[src/rtl/scv_vram_arbiter.sv]
// Arbitrates one single-port synchronous VRAM between the CPU bus and video fetch.
// Video normally wins; a saturating count of video grants bounds how long the CPU can wait.
module scv_vram_arbiter #(
  parameter int AW           = 12,
  parameter int DW           = 8,
  parameter int CPU_MAX_WAIT = 4
) (
  input  logic          CLK,
  input  logic          RESETB,
  input  logic          CPU_REQ,
  input  logic          CPU_WE,
  input  logic [AW-1:0] CPU_A,
  input  logic [DW-1:0] CPU_DI,
  output logic [DW-1:0] CPU_DO,
  output logic          CPU_ACK,
  input  logic          VID_REQ,
  input  logic [AW-1:0] VID_A,
  output logic [DW-1:0] VID_DO,
  output logic          VID_ACK,
  output logic          RAM_CE,
  output logic          RAM_WE,
  output logic [AW-1:0] RAM_A,
  output logic [DW-1:0] RAM_DI,
  input  logic [DW-1:0] RAM_DO
);

  typedef enum logic [2:0] {IDLE, V_ISSUE, V_DONE, C_ISSUE, C_DONE} state_t;

  localparam int CW = $clog2(CPU_MAX_WAIT + 1);
  localparam logic [CW-1:0] CNT_MAX = CW'(CPU_MAX_WAIT);

  state_t        state;
  logic [CW-1:0] cnt;
  logic          cpu_turn;

  // CPU takes the slot when video is idle or video has used up its allowance.
  assign cpu_turn = CPU_REQ & (~VID_REQ | (cnt == CNT_MAX));

  always_ff @(posedge CLK or negedge RESETB) begin
    if (!RESETB) begin
      state   <= IDLE;
      cnt     <= '0;
      CPU_DO  <= '0;
      CPU_ACK <= 1'b0;
      VID_DO  <= '0;
      VID_ACK <= 1'b0;
      RAM_CE  <= 1'b0;
      RAM_WE  <= 1'b0;
      RAM_A   <= '0;
      RAM_DI  <= '0;
    end else begin
      case (state)
        IDLE: begin
          if (cpu_turn) begin
            state  <= C_ISSUE;
            RAM_A  <= CPU_A;
            RAM_WE <= CPU_WE;
            RAM_DI <= CPU_DI;
            RAM_CE <= 1'b1;
            cnt    <= '0;
          end else if (VID_REQ) begin
            state  <= V_ISSUE;
            RAM_A  <= VID_A;
            RAM_WE <= 1'b0;
            RAM_CE <= 1'b1;
            if (!CPU_REQ)
              cnt <= '0;
            else if (cnt != CNT_MAX)
              cnt <= cnt + 1'b1;
          end else begin
            RAM_CE <= 1'b0;
            RAM_WE <= 1'b0;
          end
        end
        V_ISSUE: begin
          state   <= V_DONE;
          RAM_CE  <= 1'b0;
          RAM_WE  <= 1'b0;
          VID_ACK <= 1'b1;
          VID_DO  <= RAM_DO;
        end
        V_DONE: begin
          state   <= IDLE;
          VID_ACK <= 1'b0;
        end
        C_ISSUE: begin
          state   <= C_DONE;
          RAM_CE  <= 1'b0;
          RAM_WE  <= 1'b0;
          CPU_ACK <= 1'b1;
          // Writes leave the last read data on CPU_DO.
          if (!RAM_WE)
            CPU_DO <= RAM_DO;
        end
        C_DONE: begin
          state   <= IDLE;
          CPU_ACK <= 1'b0;
        end
        default: state <= IDLE;
      endcase
    end
  end

endmodule
[config.mk]
export PLATFORM = sky130hd
export DESIGN_NAME = scv_vram_arbiter
export DESIGN_NICKNAME = d
export VERILOG_FILES = /design/src/rtl/scv_vram_arbiter.sv
export SDC_FILE = /design/constraint.sdc
export NUM_CORES = 1
export LEC_CHECK = 0
export ABC_AREA = 0
export CELL_PAD_IN_SITES_DETAIL_PLACEMENT = 2
export CELL_PAD_IN_SITES_GLOBAL_PLACEMENT = 2
export CORE_ASPECT_RATIO = 1.4
export CORE_UTILIZATION = 25
export CTS_CLUSTER_SIZE = 40
export DETAILED_ROUTE_END_ITERATION = 6
export PLACE_DENSITY = 0.86
export SLEW_MARGIN = 20
export SYNTH_ARGS = -nofsm -noshare
export SYNTH_HDL_FRONTEND = slang
export SYNTH_SLANG_ARGS = --single-unit
[constraint.sdc]
create_clock -name CLK -period 1.6 [get_ports CLK]
set_clock_uncertainty 0.05 [all_clocks]
set_input_delay 0.32 -clock CLK [delete_from_list [all_inputs] [get_ports CLK]]
set_output_delay 0.32 -clock CLK [all_outputs]
set_load 0.005 [all_outputs]
==> metrics.txt <==
# TYPE chip_impl_metric gauge
chip_impl_metric{name="route.detailed.vias_per_inst",unit=""} 4.72
chip_impl_metric{name="n_antenna_cell",unit=""} 0
chip_impl_metric{name="synth_compound_area_frac",unit=""} 0.143
chip_impl_metric{name="htree_levels",unit=""} 2
chip_impl_metric{name="global_route.usage.total",unit=""} 0.161
chip_impl_metric{name="design.portCount",unit=""} 85
chip_impl_info{name="critical-path-slowest-cell",value="clkdlybuf4s50_1"} 1
chip_impl_metric{name="yosysWarnings",unit=""} 0
chip_impl_metric{name="number_of_failing_hold_endpoints_at_the_final_stage",unit=""} 0
chip_impl_metric{name="critical_path_arrival",unit="ns"} 1.20
chip_impl_metric{name="grt.overflow.total",unit=""} 0
chip_impl_metric{name="report.final.setup_viol",unit=""} 0
chip_impl_metric{name="clockBufferDepth",unit=""} 2
chip_impl_metric{name="drv.max_cap_violation_count",unit=""} 0
chip_impl_metric{name="first_global_vias",unit=""} 1973
chip_impl_metric{name="design.die.area",unit="sq um"} 8310
chip_impl_metric{name="yosys.area_share.simple",unit=""} 0.0888
chip_impl_info{name="count_leader_synth",value="dfrtp_1"} 1
chip_impl_metric{name="tritoncts_num_sinks",unit=""} 46
chip_impl_metric{name="synth.top_cell.area_share",unit=""} 0.580
chip_impl_metric{name="cts_made_buffers",unit=""} 5
chip_impl_metric{name="powerDensity",unit="nW/um^2"} 1790
chip_impl_metric{name="syn-instance-count",unit=""} 168
chip_impl_metric{name="critPathMaxStageDelay",unit="ns"} 0.52
chip_impl_metric{name="timing.critical_path.depth",unit=""} 1
chip_impl_metric{name="synthMuxAreaShare",unit=""} 0.136
chip_impl_metric{name="transition_time_of_the_tightest_slew_check_pin",unit="ns"} 0.368
chip_impl_metric{name="clk_pin_slew",unit="ns"} 0.10
chip_impl_metric{name="share_of_the_synthesized_netlist_area_taken_by_xor_and_xnor_gates",unit=""} 0
chip_impl_metric{name="worstPathRequired",unit="ns"} 1.23
chip_impl_metric{name="regToRegSetupSlack",unit="ns"} 0.05
chip_impl_metric{name="final_util",unit=""} 0.423
chip_impl_info{name="netlist_top_cells_count",value="dfrtp_1 (46), mux2_2 (24), o21ai_0 (18)"} 1
chip_impl_info{name="yosys.area.top_type",value="dfrtp_1"} 1
chip_impl_info{name="cts_tree",value="yes"} 1
chip_impl_metric{name="total_length_of_routed_wires",unit="mm"} 7.03
chip_impl_metric{name="ys_ff_latch",unit=""} 46
chip_impl_info{name="run_status",value="finished, final reports clean"} 1
chip_impl_metric{name="die_y",unit="microns"} 107
chip_impl_metric{name="detailedRoute.firstIterationViolations",unit=""} 72
chip_impl_metric{name="finalNetCount",unit=""} 318
chip_impl_metric{name="worst_hold_slack",unit="ns"} 0.468
chip_impl_metric{name="synth_adder_area_share",unit=""} 0.0126
chip_impl_metric{name="antenna_violating_nets_post_route",unit=""} 0
chip_impl_metric{name="vdd_drop_max",unit="uV"} 640
chip_impl_info{name="end_of_the_critical_path",value="RAM_A[8]"} 1
chip_impl_info{name="largest_family_of_logic_cells_by_synthesized_area",value="compound AO/OA/AOI/OAI gates"} 1
chip_impl_info{name="flip_flop_cell_with_the_highest_count_after_synthesis",value="dfrtp_1"} 1
chip_impl_metric{name="port-buffer-count",unit=""} 84
chip_impl_metric{name="synth_nets",unit=""} 215
chip_impl_metric{name="post-route-period-util",unit=""} 0.979
chip_impl_metric{name="antenna_violations_before_repair",unit=""} 0
chip_impl_metric{name="netlist-cell-type-count",unit=""} 27
chip_impl_info{name="capturing_element_type_of_the_critical_path",value="output pin"} 1
chip_impl_metric{name="drt-pass1-iter-count",unit=""} 6
chip_impl_metric{name="fraction_of_final_layout_cells_with_drive_strength_greater_than_1",unit=""} 0.239
chip_impl_metric{name="syn-mean-instance-area",unit="sq um"} 11.8
chip_impl_metric{name="worst-path-max-fanout",unit=""} 2
chip_impl_metric{name="timing.slew.headroom",unit=""} 0.754
chip_impl_metric{name="critPathBufInv",unit=""} 1
chip_impl_metric{name="clock_latency",unit="ns"} 0.29
chip_impl_metric{name="dp_hpwl",unit="mm"} 4.91
chip_impl_metric{name="synth_edf_count",unit=""} 0
chip_impl_metric{name="min_period",unit="ns"} 1.57
chip_impl_info{name="worstSetupStartpointType",value="flop"} 1
chip_impl_metric{name="floorplan.core_area",unit="sq um"} 7700
chip_impl_metric{name="fmax",unit="GHz"} 0.639
chip_impl_metric{name="initial_utilization",unit=""} 0.258
chip_impl_metric{name="area.growth.synth_to_final",unit="%"} 64.1
chip_impl_metric{name="num_vias",unit=""} 1756
chip_impl_info{name="crit-reg2reg-launch",value="state[2]$_DFFE_PN0P_"} 1
chip_impl_metric{name="report.final.slew_viol_count",unit=""} 0
chip_impl_info{name="cell_family_contributing_the_most_delay_on_the_critical_path",value="buffers and inverters"} 1
chip_impl_info{name="synth.top_cells.by_area",value="dfrtp_1 (58%), mux2_2 (14%), o21ai_0 (4.5%), a31oi_1 (4.1%), a21oi_1 (3.5%)"} 1
chip_impl_metric{name="p_leak",unit="uW"} 0.00136
chip_impl_metric{name="synth_async_sr_flop_share",unit=""} 1.00
chip_impl_metric{name="finalWeightedCongestion",unit=""} 0.754
chip_impl_info{name="min_path_type",value="reg -> reg"} 1
chip_impl_info{name="endpoint_of_the_worst_register_to_register_path",value="CPU_DO[7]$_DFFE_PN0P_"} 1
chip_impl_info{name="crit_path_start",value="RAM_A[8]$_DFFE_PN0P_"} 1
chip_impl_info{name="worst-setup-path-type",value="reg -> out"} 1
chip_impl_metric{name="grt_pass1_wl",unit="mm"} 10.4
chip_impl_metric{name="routed_wire_length_per_instance",unit="microns"} 18.9
chip_impl_metric{name="die_width",unit="microns"} 77.3
chip_impl_metric{name="worst_r2r_path_depth",unit=""} 4
chip_impl_metric{name="drc",unit=""} 0
chip_impl_info{name="critical_path.cell_chain",value="clkdlybuf4s50_1"} 1
chip_impl_info{name="clock_tree.root_cell",value="clkbuf_8"} 1
chip_impl_metric{name="grt_start_max_net_pins",unit=""} 47
chip_impl_metric{name="synth_sequential_area_ratio",unit=""} 0.580
chip_impl_metric{name="num_rows",unit=""} 38
chip_impl_metric{name="syn_area",unit="sq um"} 1990
## power breakdown
part | switching (uW) | leakage, uW | internal (uW)
Sequential | 359 | 0.000542 | 1730
Combinational | 1100 | 0.000759 | 1740
Clock | 426 | 0.0000585 | 469
## stage by stage
| stage | power [uW] | instances | setup TNS [ns] | area (sq um) | setup WS (ns) |
|---|---|---|---|---|---|
| floorplan | 3110 | 168 | 0 | 1990 | 0.109 |
| global placement | 4600 | 354 | -4.94 | 3010 | -0.234 |
| detailed placement | 4770 | 354 | -5.91 | 3010 | -0.354 |
| CTS | 5690 | 364 | 0 | 3140 | 0.00406 |
| global route | 6170 | 372 | -0.215 | 3260 | -0.0444 |
| finish | 5820 | 372 | 0 | 3260 | 0.0339 |
## logic make-up (layout without fill, tap and decap cells)
| logic type | Yosys count | after routing |
|---|---|---|
| adders and majority gates | 2 | 2 |
| muxes | 24 | 24 |
| AOI/OAI and AO/OA | 50 | 50 |
| and+or+nand+nor | 29 | 30 |
| buffers and inverters | 17 | 120 |
| DFF | 46 | 46 |
## timing repair
action | in CTS | in global routing
hold buffers | 1 | 0
endpoints found under the setup margin | 8 | 44
endpoints found under the hold margin | 46 | 0
gates cloned | 0 | 2
gates resized for setup | 4 | 20
buffers inserted | 1 | 6
## flip-flops by register name (all words and copies together), names as in the netlist
register and flops:
CPU_ACK 1, RAM_DI 8, state 3, CPU_DO 8, VID_DO 8, RAM_CE 1, VID_ACK 1, cnt 3
RAM_A 12, RAM_WE 1
## area by class of cell
cell class | instances | area (sq um)
timing repair inverter | 1 | 7.51
clock buffer | 5 | 68.8
inverter | 6 | 30.0
tap | 100 | 125
multi-input combinational | 106 | 790
sequential | 46 | 1150
fill | 826 | 4440
timing repair buffer | 105 | 1040
clock inverter | 3 | 43.8
## worst min path at each step
stage                                from               endpoint  cells after the start
finish              RAM_DI[5]$_DFFE_PN0P_  RAM_DI[5]$_DFFE_PN0P_                      1
global route                       RESETB  CPU_DO[6]$_DFFE_PN0P_                      3
CTS                 CPU_DO[4]$_DFFE_PN0P_  CPU_DO[4]$_DFFE_PN0P_                      1
detailed placement                 RESETB  CPU_DO[0]$_DFFE_PN0P_                      2
global placement                   RESETB  CPU_DO[0]$_DFFE_PN0P_                      2
floorplan                          RESETB    CPU_ACK$_DFFE_PN0P_                      0
## layout by cell type, fill, tap and decap left out, drive strengths merged
| cell | netlist | layout |
|---|---|---|
| clkdlybuf4s50 | 0 | 75 |
| dfrtp | 46 | 46 |
| mux2 | 24 | 24 |
| buf | 6 | 21 |
| o21ai | 18 | 18 |
| a21oi | 14 | 14 |
| nand3 | 13 | 14 |
| a31oi | 13 | 13 |
| dlymetal6s2s | 0 | 6 |
| clkbuf | 5 | 5 |
| inv | 6 | 5 |
| nand2 | 5 | 5 |
| clkinvlp | 0 | 3 |
| nor2b | 3 | 3 |
| dlygate4sd2 | 0 | 2 |
| ha | 2 | 2 |
| a21boi | 1 | 1 |
| nor3 | 1 | 1 |
| or2 | 1 | 1 |
| a21bo | 1 | 1 |
| and3b | 1 | 1 |
| nor2 | 1 | 1 |
| nand4 | 1 | 1 |
| and2 | 1 | 1 |
| nor3b | 1 | 1 |
| o22ai | 1 | 1 |
| nand2b | 1 | 1 |
| a32o | 1 | 1 |
| a31o | 1 | 1 |
| bufinv | 0 | 1 |
| clkinv | 0 | 1 |
| dlygate4sd3 | 0 | 1 |
## per-layer routing
layer,part of all wire,wire [microns],vias up,GRT usage
li1,-,-,809,-
met1,0.40,2780,889,0.186
met2,0.55,3890,46,0.300
met3,0.028,195,12,0.0254
met4,0.023,163,0,0.0526
met5,0,0,-,0
(Power assumes the default switching activity.)
